==> src/rtl/execute_muldiv_unit_pkg.sv <==
// Shared constants and types for the RV32M execute-stage multiply/divide unit.
package execute_muldiv_unit_pkg;

  localparam logic [6:0] OPCODE_OP     = 7'b0110011;
  localparam logic [6:0] FUNCT7_MULDIV = 7'b0000001;

  typedef enum logic [2:0] {
    F3_MUL    = 3'b000,
    F3_MULH   = 3'b001,
    F3_MULHSU = 3'b010,
    F3_MULHU  = 3'b011,
    F3_DIV    = 3'b100,
    F3_DIVU   = 3'b101,
    F3_REM    = 3'b110,
    F3_REMU   = 3'b111
  } funct3_e;

  typedef enum logic [1:0] {
    ST_IDLE = 2'd0,
    ST_BUSY = 2'd1,
    ST_DONE = 2'd2
  } state_e;

  function automatic logic [31:0] neg_if(input logic neg, input logic [31:0] val);
    return neg ? (~val + 32'd1) : val;
  endfunction

endpackage

==> src/rtl/execute_muldiv_unit_iter_core.sv <==
// Iteration datapath: one shift-add (multiply) or restoring step (divide) per cycle.
// hi/lo form the 64-bit product, or remainder/quotient when dividing.
module execute_muldiv_unit_iter_core (
  input  logic        clk_i,
  input  logic        rst_i,
  input  logic        load_i,
  input  logic        step_i,
  input  logic        is_div_i,
  input  logic [31:0] op_a_i,
  input  logic [31:0] op_b_i,
  output logic        last_o,
  output logic [31:0] hi_step_o,
  output logic [31:0] lo_step_o
);

  logic [31:0] hi_q, hi_d;
  logic [31:0] lo_q, lo_d;
  logic [31:0] opb_q, opb_d;
  logic [4:0]  cnt_q, cnt_d;
  logic        is_div_q, is_div_d;

  logic [32:0] mul_sum;
  logic [32:0] trial;

  always_comb begin
    mul_sum = {1'b0, hi_q} + (lo_q[0] ? {1'b0, opb_q} : 33'd0);
    trial   = {hi_q, lo_q[31]} - {1'b0, opb_q};
    if (is_div_q) begin
      // trial[32] set means the shifted remainder was below the divisor: restore
      if (!trial[32]) begin
        hi_step_o = trial[31:0];
        lo_step_o = {lo_q[30:0], 1'b1};
      end else begin
        hi_step_o = {hi_q[30:0], lo_q[31]};
        lo_step_o = {lo_q[30:0], 1'b0};
      end
    end else begin
      hi_step_o = mul_sum[32:1];
      lo_step_o = {mul_sum[0], lo_q[31:1]};
    end
  end

  always_comb begin
    hi_d     = hi_q;
    lo_d     = lo_q;
    opb_d    = opb_q;
    cnt_d    = cnt_q;
    is_div_d = is_div_q;
    if (load_i) begin
      hi_d     = 32'd0;
      lo_d     = op_a_i;
      opb_d    = op_b_i;
      cnt_d    = 5'd0;
      is_div_d = is_div_i;
    end else if (step_i) begin
      hi_d  = hi_step_o;
      lo_d  = lo_step_o;
      cnt_d = cnt_q + 5'd1;
    end
  end

  assign last_o = step_i && (cnt_q == 5'd31);

  always_ff @(posedge clk_i) begin
    if (rst_i) begin
      hi_q     <= 32'd0;
      lo_q     <= 32'd0;
      opb_q    <= 32'd0;
      cnt_q    <= 5'd0;
      is_div_q <= 1'b0;
    end else begin
      hi_q     <= hi_d;
      lo_q     <= lo_d;
      opb_q    <= opb_d;
      cnt_q    <= cnt_d;
      is_div_q <= is_div_d;
    end
  end

endmodule

==> src/rtl/execute_muldiv_unit.sv <==
// Iterative RV32M multiply/divide unit in E: stalls the pipe while iterating,
// then presents a registered result for the E->M register.
module execute_muldiv_unit
  import execute_muldiv_unit_pkg::*;
(
  input  logic        clk_i,
  input  logic        rst_i,
  input  logic [6:0]  E_opcode_i,
  input  logic [9:0]  E_funct_i,
  input  logic [31:0] E_val1_i,
  input  logic [31:0] E_val2_i,
  input  logic        e_flush_i,
  input  logic        m_stall_i,
  output logic        e_muldiv_busy_o,
  output logic        e_muldiv_valid_o,
  output logic [31:0] e_muldiv_result_o
);

  state_e      state_q, state_d;
  funct3_e     f3_q, f3_d;
  logic        neg_res_q, neg_res_d;
  logic        neg_rem_q, neg_rem_d;
  logic [31:0] result_q, result_d;

  funct3_e     f3;
  logic        start;
  logic        a_neg, b_neg;
  logic [31:0] a_mag, b_mag;
  logic        div_zero, div_ovf, special;
  logic [31:0] special_res;
  logic        core_step, core_last;
  logic [31:0] hi_step, lo_step;
  logic [63:0] prod_fix;
  logic [31:0] final_res;

  always_comb begin
    f3    = funct3_e'(E_funct_i[2:0]);
    start = (state_q == ST_IDLE) && (E_opcode_i == OPCODE_OP) &&
            (E_funct_i[9:3] == FUNCT7_MULDIV) && !e_flush_i;
    a_neg = (f3 inside {F3_MULH, F3_MULHSU, F3_DIV, F3_REM}) && E_val1_i[31];
    b_neg = (f3 inside {F3_MULH, F3_DIV, F3_REM}) && E_val2_i[31];
    a_mag = neg_if(a_neg, E_val1_i);
    b_mag = neg_if(b_neg, E_val2_i);
    div_zero = f3[2] && (E_val2_i == 32'd0);
    div_ovf  = (f3 inside {F3_DIV, F3_REM}) && (E_val1_i == 32'h8000_0000) &&
               (E_val2_i == 32'hFFFF_FFFF);
    special  = div_zero || div_ovf;
    // f3[1] distinguishes REM/REMU from DIV/DIVU
    if (div_zero) special_res = f3[1] ? E_val1_i : 32'hFFFF_FFFF;
    else          special_res = f3[1] ? 32'd0 : 32'h8000_0000;
  end

  assign core_step = (state_q == ST_BUSY) && !e_flush_i;

  execute_muldiv_unit_iter_core u_core (
    .clk_i     (clk_i),
    .rst_i     (rst_i),
    .load_i    (start),
    .step_i    (core_step),
    .is_div_i  (f3[2]),
    .op_a_i    (a_mag),
    .op_b_i    (b_mag),
    .last_o    (core_last),
    .hi_step_o (hi_step),
    .lo_step_o (lo_step)
  );

  always_comb begin
    prod_fix = neg_res_q ? (~{hi_step, lo_step} + 64'd1) : {hi_step, lo_step};
    case (f3_q)
      F3_MUL:              final_res = prod_fix[31:0];
      F3_MULH, F3_MULHSU,
      F3_MULHU:            final_res = prod_fix[63:32];
      F3_DIV, F3_DIVU:     final_res = neg_if(neg_res_q, lo_step);
      default:             final_res = neg_if(neg_rem_q, hi_step);
    endcase
  end

  // Next-state logic
  always_comb begin
    state_d = state_q;
    case (state_q)
      ST_IDLE: if (start) state_d = special ? ST_DONE : ST_BUSY;
      ST_BUSY: begin
        if (e_flush_i)      state_d = ST_IDLE;
        else if (core_last) state_d = ST_DONE;
      end
      ST_DONE: if (e_flush_i || !m_stall_i) state_d = ST_IDLE;
      default: state_d = ST_IDLE;
    endcase
  end

  always_comb begin
    f3_d      = f3_q;
    neg_res_d = neg_res_q;
    neg_rem_d = neg_rem_q;
    result_d  = result_q;
    if (start) begin
      f3_d      = f3;
      neg_res_d = a_neg ^ b_neg;
      neg_rem_d = a_neg;
      if (special) result_d = special_res;
    end else if (core_last && !e_flush_i) begin
      result_d = final_res;
    end
  end

  // Output logic
  always_comb begin
    e_muldiv_busy_o   = (start || (state_q == ST_BUSY)) && !e_flush_i && !rst_i;
    e_muldiv_valid_o  = (state_q == ST_DONE);
    e_muldiv_result_o = result_q;
  end

  always_ff @(posedge clk_i) begin
    if (rst_i) begin
      state_q   <= ST_IDLE;
      f3_q      <= F3_MUL;
      neg_res_q <= 1'b0;
      neg_rem_q <= 1'b0;
      result_q  <= 32'd0;
    end else begin
      state_q   <= state_d;
      f3_q      <= f3_d;
      neg_res_q <= neg_res_d;
      neg_rem_q <= neg_rem_d;
      result_q  <= result_d;
    end
  end

endmodule

==> config.mk <==
export PLATFORM = sky130hd
export DESIGN_NAME = execute_muldiv_unit
export DESIGN_NICKNAME = d
export VERILOG_FILES = /design/src/rtl/execute_muldiv_unit_pkg.sv /design/src/rtl/execute_muldiv_unit_iter_core.sv /design/src/rtl/execute_muldiv_unit.sv
export SDC_FILE = /design/constraint.sdc
export NUM_CORES = 1
export LEC_CHECK = 0
export BUFFER_PORTS_ARGS = -buffer_cell sky130_fd_sc_hd__clkbuf_2
export CORE_ASPECT_RATIO = 1.2
export CORE_MARGIN = 3
export CORE_UTILIZATION = 38
export CTS_CLUSTER_SIZE = 40
export DETAILED_ROUTE_END_ITERATION = 7
export PLACE_DENSITY = 0.64
export RECOVER_POWER = 25
export REMOVE_ABC_BUFFERS = 1
export SETUP_SLACK_MARGIN = 0.1
export SYNTH_ARGS = -nofsm -noshare
export SYNTH_HDL_FRONTEND = slang
export SYNTH_SLANG_ARGS = --single-unit
==> constraint.sdc <==
create_clock -name clk_i -period 6.35 [get_ports clk_i]
set_clock_uncertainty 0.05 [all_clocks]
set_input_delay 0.9525 -clock clk_i [delete_from_list [all_inputs] [get_ports clk_i]]
set_output_delay 0.9525 -clock clk_i [all_outputs]
set_load 0.1 [all_outputs]
# Word level (Yosys, flattened, before mapping)
# Index checks and enable logic that the tools add are counted.
# Widths: inputs -> output; s select.
# totals
regBits	141
inputBits	85
elab_cells	101
# classes
addsub	8
n_eq_ne	20
muxes	25
bitwise_logic	6
reduce_logical	32
# ops
op	n
$mux 32	16
$add 32x1->32 const B	4
$not 32->32	4
$pmux 32 s3	1
$add 64x1->64 const B	1
$eq 32x32->1 const B	2
$mux 64	1
$not 64->64	1
$add 32x33->33	1
$sub 33x32->33	1
$logic_not 32->1	1
$logic_and 1x1->1	13
$eq 3x3->1 const B	4
$mux 2	5
$eq 3x2->1 const B	3
$eq 7x1->1 const B	1
$eq 7x6->1 const B	1
$eq 3x1->1 const B	2
$pmux 2 s3	1
$reduce_bool 2->1	3
$add 5x1->5 const B	1
$eq 5x5->1 const B	1
$ne 2x1->1 const B	2
$reduce_bool 4->1	1
15 further kinds	20

# Logic depth before layout (Yosys ltp)
# Gate-level depths: netlist of run 1.
# logic_depth
depth_word	9
depth_mapped	25
ltp_nobuf	24

# By module
# Synthesis of run 1 repeated with hierarchy kept, for this count alone.
# hier_totals
hier_cells	2073
hier_area_um2	14834.2
# by_module_without_submodules
module	instances	cells_per_inst	area_each_um2
execute_muldiv_unit_iter_core	1	1137	8650.8
execute_muldiv_unit	1	936	6183.4

# Worst setup path after synthesis of run 1
# OpenSTA, ideal clock, no wires.
# synth_path
path_type	reg2reg
from	reg u_core.lo_q[31]
to	reg result_q[10], in the netlist e_muldiv_result_o[10]
t_arrival_ps	4738
required_ps	6169
setup_slack_ps	1431
path_stages_with_launch	23
path_buffers	4
path_cell_list	dfxtp_1 -> inv_1 -> ha_1 -> fa_1 -> nand2b_1 -> a21o_1 -> and3_1 -> o311ai_4 -> a21oi_4 -> xnor2_4 -> buf_6 -> nor3_1 -> or3_1 -> clkbuf_1 -> ha_1 -> and3_1 -> nand4_2 -> buf_2 -> buf_2 -> a21oi_1 -> or3_1 -> a221oi_1 -> o22ai_1
# synth_between
elab_chain_len	9
word_cells_on_any_way	17
# synth_rtl
element	line	text
start: declaration	execute_muldiv_unit_iter_core.sv:17	logic [31:0] lo_q, lo_d;
start signal: assignment	execute_muldiv_unit_iter_core.sv:73	lo_q <= lo_d;
$sub 33x32->33	execute_muldiv_unit_iter_core.sv:27	trial = {hi_q, lo_q[31]} - {1'b0, opb_q};
$mux 1 or $mux 32 (tied branches)	execute_muldiv_unit_iter_core.sv:30	if (!trial[32]) begin
$mux 32	execute_muldiv_unit_iter_core.sv:28	if (is_div_q) begin
$not 64->64 or $not 32->32 (tied branches)	execute_muldiv_unit.sv:69, execute_muldiv_unit_pkg.sv:25	
$add 64x1->64 or $add 32x1->32 (tied branches)	execute_muldiv_unit.sv:69, execute_muldiv_unit_pkg.sv:25	
$mux 64 or $mux 32 (tied branches)	execute_muldiv_unit.sv:69, execute_muldiv_unit_pkg.sv:25	
$pmux 32 s3 *	execute_muldiv_unit.sv:70	case (f3_q)
$mux 32 *	execute_muldiv_unit.sv:103	end else if (core_last && !e_flush_i) begin
$mux 32 *	execute_muldiv_unit.sv:98	if (start) begin
end signal: assignment	execute_muldiv_unit.sv:127	result_q <= result_d;
end: declaration	execute_muldiv_unit.sv:23	logic [31:0] result_q, result_d;
# Every way passes the cells marked *; elsewhere a longest branch is shown, timed or not. The select of a mux whose other input is x is not followed.
# A chain may end at the register's enable or synchronous reset.

# Worst setup path in the final report of run 1
# layout_path
from	reg u_core.lo_q[31]
to	reg result_q[30], in the netlist e_muldiv_result_o[30]
# Same word-level chain as after synthesis.

==> results of run 1 <==
==> cell families (layout without fill, tap and decap cells) <==
kind of cell / Yosys count / after routing / synth area share (%)
mux: 67 / 67 / 4.449
flops: 140 / 140 / 18.05
xor+xnor: 181 / 181 / 10.38
simple gates: 841 / 841 / 25.95
buf+inv: 212 / 269 / 5.553
compound gates: 705 / 705 / 29.64
fa+ha+maj: 73 / 73 / 5.980
==> worst register-to-register path: cells and delay by family, from the launching register on <==
kind	cells	cell delay, ns
AO/OA/AOI/OAI	6	1.52
XOR/XNOR	1	0.19
adder cells (fa/ha/maj)	3	0.81
buffers and inverters	2	0.25
flip-flops	1	0.42
multiplexers	1	0.11
AND/OR/NAND/NOR	10	2.46
==> Yosys cell counts, drive strengths merged, types with 7 or more instances <==
master | count | area share (%)
or2 | 9 | 0.36
nor2 | 254 | 6.1
a211oi | 97 | 4.8
o211ai | 32 | 1.5
a31oi | 35 | 1.4
or3 | 20 | 0.84
o31ai | 22 | 1.1
mux2i | 54 | 3.5
o21ai | 155 | 5.0
nor2b | 10 | 0.40
o41ai | 8 | 0.60
mux2 | 13 | 0.97
ha | 71 | 5.7
nor3 | 83 | 2.7
nor4 | 26 | 1.4
nand3 | 41 | 1.4
nor4b | 9 | 0.55
and3 | 12 | 0.48
nand4 | 39 | 1.6
nand2b | 26 | 1.0
o21bai | 10 | 0.48
a221oi | 10 | 0.56
inv | 72 | 1.7
o21a | 16 | 0.77
xor2 | 73 | 4.1
a311o | 7 | 0.45
xnor2 | 108 | 6.3
a311oi | 7 | 0.48
buf | 42 | 1.4
a21o | 30 | 1.5
o22ai | 14 | 0.56
dfxtp | 140 | 18
o221ai | 9 | 0.51
and2 | 46 | 1.9
a211o | 9 | 0.51
a21oi | 194 | 6.4
nand2 | 239 | 5.8
clkbuf | 98 | 2.4
==> sequential cells by signal, summed over array words and instances, names as in the netlist <==
signal,cells
neg_rem_q,1
state_q,2
u_core.lo_q,32
f3_q,2
neg_res_q,1
u_core.opb_q,32
e_muldiv_result_o,32
u_core.cnt_q,5
u_core.hi_q,32
u_core.is_div_q,1
==> final timing paths <==
| kind | from | end | slack [ns] | depth (start not counted) |
|---|---|---|---|---|
| hold reg to reg | e_muldiv_result_o[4]$_SDFFE_PP0P_ | e_muldiv_result_o[4]$_SDFFE_PP0P_ | 0.41 | 2 |
| hold / removal | e_muldiv_result_o[4]$_SDFFE_PP0P_ | e_muldiv_result_o[4]$_SDFFE_PP0P_ | 0.41 | 2 |
| setup / recovery | u_core.lo_q[31]$_SDFFE_PP0P_ | e_muldiv_result_o[30]$_SDFFE_PP0P_ | 0.47 | 23 |
| setup reg to reg | u_core.lo_q[31]$_SDFFE_PP0P_ | e_muldiv_result_o[30]$_SDFFE_PP0P_ | 0.47 | 23 |
==> cells in the final DEF (no fill, tap or decap), types with 38 or more instances in the layout <==
cell / instances
xor2_1: 73
xnor2_1: 106
a211oi_1: 95
buf_4: 45
mux2i_1: 54
a21oi_1: 189
nor3_1: 81
ha_1: 71
nor2_1: 253
clkbuf_2: 84
o21ai_0: 143
inv_1: 71
nand3_1: 40
and2_1: 44
dfxtp_1: 139
nand2_1: 238
nand4_1: 38
==> power by group through the flow <==
stage	Sequential (uW)	Clock, uW	Combinational, uW
after floorplan	898	0	76.2
after global placement	897	0	168
after detailed placement	897	0	170
after CTS	878	1130	171
after global routing	877	1160	186
final	878	1120	172
==> cell type report <==
type	instances	area, um2
inverter	72	270.3
tap	533	666.9
clock buffer	22	464.2
fill	4283	22830
sequential	140	2806
clock inverter	10	165.2
timing repair buffer	165	925.9
multi-input combinational	1867	11910
==> through the flow <==
stage | utilization (%) | hold slack (ns) | power (uW) | worst slack [ns]
floorplan | - | 0.3885 | 973.9 | -3.850
global placement | 41.52 | 0.3958 | 1065 | 0.7561
detailed placement | 41.52 | 0.4037 | 1067 | 0.6215
CTS | 43.09 | 0.4124 | 2181 | 0.6075
global route | 42.98 | 0.4326 | 2226 | 0.1193
finish | 42.98 | 0.4051 | 2167 | 0.4728
==> routing by layer <==
layer  up-vias  part of all wire, %
met5         -                    0
met4         0                  6.4
met3       163                  5.4
met2       639                   47
met1      8150                   41
li1       8199                    -
==> results by group, run 1 <==
Finish
  • Share of cells above drive strength 1: 9.930%
  • N_diodes: 0
  • Layout Nets: 2,421
  • Final design instance area without fill: 17,210 um2
  • Finished Layout Cells: 2,809
  • Area Growth Syn to Fin: 10.85%

Pwr
  • Leakage dissipation: 0.006588 uW
  • Clock share of power: 51.5%
  • Power density cells: 125.9 nW/um2
  • Int Pwr: 1616 uW
  • Psw: 550.2 uW
  • Sw Share: 25.40%
  • Worst VDD drop: 0.0001987 V
  • Sequential Power Share: 40.5%
  • Logic gate share of total power: 8.0%

Detailed routing
  • Initial DRC count: 1,358
  • Routed WL: 61,520 um
  • Per-cell routed wire length: 21.90 um
  • Drt pass-1 iters: 5
  • # DRC: 0
  • DR vias/cell: 6.106
  • Post-DRT Antenna Nets: 0
  • Vias: 17,151

Placement
  • Final Wtd Congestion: 0.9649
  • Cell Area, Placed: 16,620 um2
  • Placed Instances: 2,777
  • Final HPWL DP: 47,010 um
  • PortBufs: 118

Worst setup path
  • Setup CP Type: flip-flop to flip-flop
  • Crit-path max FO: 9
  • Critical path arrival: 6.22 ns
  • Crit path cell chain: inv_1 -> ha_1 -> fa_1 -> nand2b_1 -> a21o_1 -> and3_1 -> o311ai_4 -> a21oi_4 -> xnor2_4 -> nand2_1 -> nand2b_1 -> inv_2 -> ha_1 -> o211ai_1 -> nor3_1 -> nand2_1 -> or2_2 -> or2_2 -> nor4_1 -> mux2i_1 -> nand3_1 -> o211ai_1 -> a31oi_1
  • Cell family with most CP delay: simple AND/OR/NAND/NOR gates
  • Crit path buffers/inverters: 2
  • Startpoint type of the worst setup path: flip-flop
  • Critical Path RT: 6.69 ns
  • Slowest stage delay, CP: 0.48 ns
  • Nature of the critical path endpoint: flip-flop
  • CP max stage cell: o311ai_4

Global routing
  • Largest net degree at the start of global routing: 118
  • GR Util met1: 34.15%
  • Met2 Resource Use GR: 47.59%
  • GRT busiest layer: met2
  • Total GRT Usage: 28.04%
  • Vias in the first global route: 16,492
  • Grt total ovfl: 0
  • First-pass GRT wire length: 94,810 um
  • Initial antenna violation count: 0
  • Global-route met3 utilization: 3.742%

Synth
  • Unique cell type count in the Yosys netlist: 97
  • Sequential area share after synthesis: 18.05%
  • Ys async rst share: 0%
  • Mapped Area: 15,520 um2
  • Primary FF master, synth: dfxtp_1
  • Post-synth EDFFs: 0
  • Mapped Cells: 2,219
  • Synth Register Bits: 140
  • Ys Warns: 0
  • Syn avg cell area: 6.996 um2

Die
  • Num ports: 119
  • Die height: 227.4 um
  • Initial core utilization: 38.77%
  • Die X: 190.5 um
  • Core box area: 40,040 um2
  • Die Area: 43,320 um2
  • Num rows: 80

Timing
  • RSZ-0062 raised after global routing: no
  • Minimum clock period: 5.877 ns
  • Crit share post-route: 92.56%
  • Final hold vios: 0
  • Slew Limit Fails: 0
  • Setup TNS: 0 ns
  • FMAX: 170.1 MHz
  • Slew HR: 2.541%
  • Least-Margin Pin Slew: 1.461 ns
  • Final setup fails: 0

Outcome
  • Status: completed

Clock network
  • Clock tree root driver cell: clkbuf_16
  • Clock-pin transition on the worst setup and hold timing paths: 0.06 ns
  • CTS resizes: 0
  • Clk Latency, worst-skew pair: 0.47 ns
  • Longest Clk Path Bufs: 2
  • TritonCTS clock tree: built
  • Post-CTS Hold Fix Bufs: 0
  • Htree depth: 4
  • Post-CTS setup buffers: 0
  • Clk sinks: 140
  • CTS Buf Count: 17

Min path
  • Tightest Hold Check Type: flip-flop to flip-flop

Run
  • Max Cap Violations: 0
No activity file was read; power rests on OpenSTA's default activity.
==> inputs of run 2 (changes only) <==
--- a/config.mk
+++ b/config.mk
@@ -11,6 +11,7 @@
 export CORE_UTILIZATION = 38
 export CTS_CLUSTER_SIZE = 40
 export DETAILED_ROUTE_END_ITERATION = 7
+export MAX_ROUTING_LAYER = met4
 export PLACE_DENSITY = 0.64
 export RECOVER_POWER = 25
 export REMOVE_ABC_BUFFERS = 1
==> results by group, run 2 (synthesis results as in run 1) <==
Clock network
  • Clk sinks: 140 (unchanged)
  • Clock-pin transition on the worst setup and hold timing paths: 0.07 ns (was 0.06 ns)
  • Clock tree root driver cell: clkbuf_16 (unchanged)
  • TritonCTS clock tree: built (unchanged)
  • Htree depth: 4 (unchanged)
  • Post-CTS Hold Fix Bufs: 0 (unchanged)
  • CTS Buf Count: 17 (unchanged)
  • Longest Clk Path Bufs: 2 (unchanged)
  • Clk Latency, worst-skew pair: 0.46 ns (was 0.47 ns)

Timing
  • Slew Limit Fails: 0 (unchanged)
  • Least-Margin Pin Slew: 1.360 ns (was 1.461 ns)
  • Minimum clock period: 5.792 ns (was 5.877 ns)
  • Final setup fails: 0 (unchanged)
  • RSZ-0062 raised after global routing: no (unchanged)
  • Final hold vios: 0 (unchanged)
  • FMAX: 172.7 MHz (was 170.1 MHz)
  • Slew HR: 9.353% (was 2.541%)
  • Crit share post-route: 91.21% (was 92.56%)

Placement
  • Final HPWL DP: 47,550 um (was 47,010 um)
  • Placed Instances: 2,778 (was 2,777)
  • PortBufs: 118 (unchanged)
  • Final Wtd Congestion: 0.9898 (was 0.9649)

Die
  • Die Area: 43,320 um2 (unchanged)
  • Initial core utilization: 38.77% (unchanged)
  • Num ports: 119 (unchanged)
  • Core box area: 40,040 um2 (unchanged)
  • Die height: 227.4 um (unchanged)
  • Die X: 190.5 um (unchanged)
  • Num rows: 80 (unchanged)

Worst setup path
  • Critical path arrival: 6.11 ns (was 6.22 ns)
  • Crit-path max FO: 21 (was 9)
  • Startpoint type of the worst setup path: flip-flop (unchanged)
  • Crit path capture: e_muldiv_result_o[23]$_SDFFE_PP0P_ (was e_muldiv_result_o[30]$_SDFFE_PP0P_)
  • Critical Path RT: 6.66 ns (was 6.69 ns)
  • Reg2reg end: e_muldiv_result_o[23]$_SDFFE_PP0P_ (was e_muldiv_result_o[30]$_SDFFE_PP0P_)
  • Nature of the critical path endpoint: flip-flop (unchanged)
  • R2R depth: 17 (was 23)
  • FF-to-FF Start: u_core.lo_q[31]$_SDFFE_PP0P_ (unchanged)
  • R2R Setup Slk: 0.56 ns (was 0.47 ns)
  • Setup CP Type: flip-flop to flip-flop (unchanged)
  • Setup crit start: u_core.lo_q[31]$_SDFFE_PP0P_ (unchanged)

Global routing
  • Total GRT Usage: 28.87% (was 28.04%)
  • Initial antenna violation count: 0 (unchanged)
  • Grt total ovfl: 0 (unchanged)
  • First-pass GRT wire length: 95,120 um (was 94,810 um)
  • Vias in the first global route: 16,411 (was 16,492)
  • Largest net degree at the start of global routing: 118 (unchanged)

Finish
  • Share of cells above drive strength 1: 10.14% (was 9.930%)
  • Area Growth Syn to Fin: 10.52% (was 10.85%)
  • Layout Nets: 2,422 (was 2,421)
  • Commonest non-fill, non-tap cells in the layout: 253 x nor2_1, 238 x nand2_1, 189 x a21oi_1 (unchanged)
  • Area of the multi-input gates: 11,910 um2 (about the same)
  • Commonest non-fill, non-tap cell in the layout: nor2_1 (unchanged)
  • Register Area: 2806 um2 (unchanged)
  • N_diodes: 0 (unchanged)
  • Finished Layout Cells: 2,810 (was 2,809)
  • Fillcell total: 4,272 (was 4,283)
  • Final core occ: 42.85% (was 42.98%)

Outcome
  • Status: completed (unchanged)

Detailed routing
  • Routed WL: 61,720 um (was 61,520 um)
  • Per-cell routed wire length: 21.97 um (was 21.90 um)
  • Post-DRT Antenna Nets: 0 (unchanged)
  • Vias: 17,144 (was 17,151)
  • Drt pass-1 iters: 6 (was 5)
  • DR vias/cell: 6.101 (was 6.106)
  • Initial DRC count: 1,494 (was 1,358)
  • # DRC: 0 (unchanged)

Pwr
  • Sequential Power Share: 42.3% (was 40.5%)
  • Leakage dissipation: 0.006580 uW (was 0.006588 uW)
  • Int Pwr: 1499 uW (was 1616 uW)
  • Clock share of power: 49.5% (was 51.5%)
  • Power density cells: 120.8 nW/um2 (was 125.9 nW/um2)
  • Worst VDD drop: 0.0001988 V (was 0.0001987 V)
  • Psw: 573.6 uW (was 550.2 uW)
  • Logic gate share of total power: 8.2% (was 8.0%)
  • Sw Share: 27.67% (was 25.40%)
  • Post-layout power: 2073 uW (was 2167 uW)

Run
  • Max Cap Violations: 0 (unchanged)

Min path
  • Tightest Hold Check Type: flip-flop to flip-flop (unchanged)
run 2: cell types whose count changed in the layout (fill, tap and decap cells not counted), sizes merged:
cell and change:
inv +4, clkinv +3, clkbuf -3, bufinv -3, clkinvlp -1, buf +1
run 2: layout make-up:
class	instances	area share, %
well taps	533	3.887
clock inverters	13	0.6636
inverters	72	1.575
multi-input cells	1867	69.43
repair buffers	166	5.448
flip-flops and latches	140	16.36
clock buffers	19	2.640
run 2: worst max-delay path, cell delays in order (launching register included):
cell and delay, ns:
dfxtp_1 0.42, inv_1 0.11, ha_1 0.22, fa_1 0.40, nand2b_1 0.18, a21o_1 0.21
and3_1 0.21, o311ai_4 0.48, a21oi_4 0.23, xnor2_2 0.89, mux2i_1 0.33, o32ai_1 0.22
nor4_4 0.52, nand2_1 0.30, o41a_1 0.39, xor2_1 0.16, o21ai_1 0.08, a311oi_1 0.30
run 2: how the worst min path moves through the flow:
stage / slack [ns] / depth (start not counted) / to / start
2_1_floorplan: 0.39 / 2 / u_core.opb_q[0]$_SDFFE_PP0P_ / u_core.opb_q[0]$_SDFFE_PP0P_
3_3_place_gp: 0.40 / 2 / e_muldiv_result_o[4]$_SDFFE_PP0P_ / e_muldiv_result_o[4]$_SDFFE_PP0P_
4_1_cts: 0.41 / 2 / e_muldiv_result_o[4]$_SDFFE_PP0P_ / e_muldiv_result_o[4]$_SDFFE_PP0P_
5_1_grt: 0.43 / 2 / e_muldiv_result_o[2]$_SDFFE_PP0P_ / e_muldiv_result_o[2]$_SDFFE_PP0P_
6_report: 0.41 / 2 / e_muldiv_result_o[4]$_SDFFE_PP0P_ / e_muldiv_result_o[4]$_SDFFE_PP0P_
3_5_place_dp: 0.40 / 2 / e_muldiv_result_o[4]$_SDFFE_PP0P_ / e_muldiv_result_o[4]$_SDFFE_PP0P_
run 2: power groups by stage:
stage,combinational (uW),clock (uW),sequential (uW)
final,169,1030,877
after global placement,165,0,897
after floorplan,76.2,0,898
after detailed placement,168,0,897
after global routing,183,1070,877
after CTS,169,1040,877
run 2: metal layers:
metal	wire length, um	share of wire (%)	track usage (%)	vias to the layer above
met5	0	0	-	-
met4	3487	5.6	15.20	0
met3	3363	5.4	3.019	136
met2	28940	47	47.52	659
met1	25930	42	34.96	8152
li1	-	-	-	8197
run 2: what timing repair did:
item	4_1_cts	5_1_grt
resized for setup	0	1
buffers inserted	0	0
endpoints found under the setup margin	0	1
run 2: through the flow:
stage	setup WS (ns)	hold WS, ns	cell area (um2)	setup TNS (ns)
2_1_floorplan	-3.850	0.3885	14930	-206.02
3_3_place_gp	0.7097	0.3982	16630	0
3_5_place_dp	0.6287	0.4011	16630	0
4_1_cts	0.5788	0.4106	17200	0
5_1_grt	0.1489	0.4345	17160	0
6_report	0.5583	0.4096	17160	0
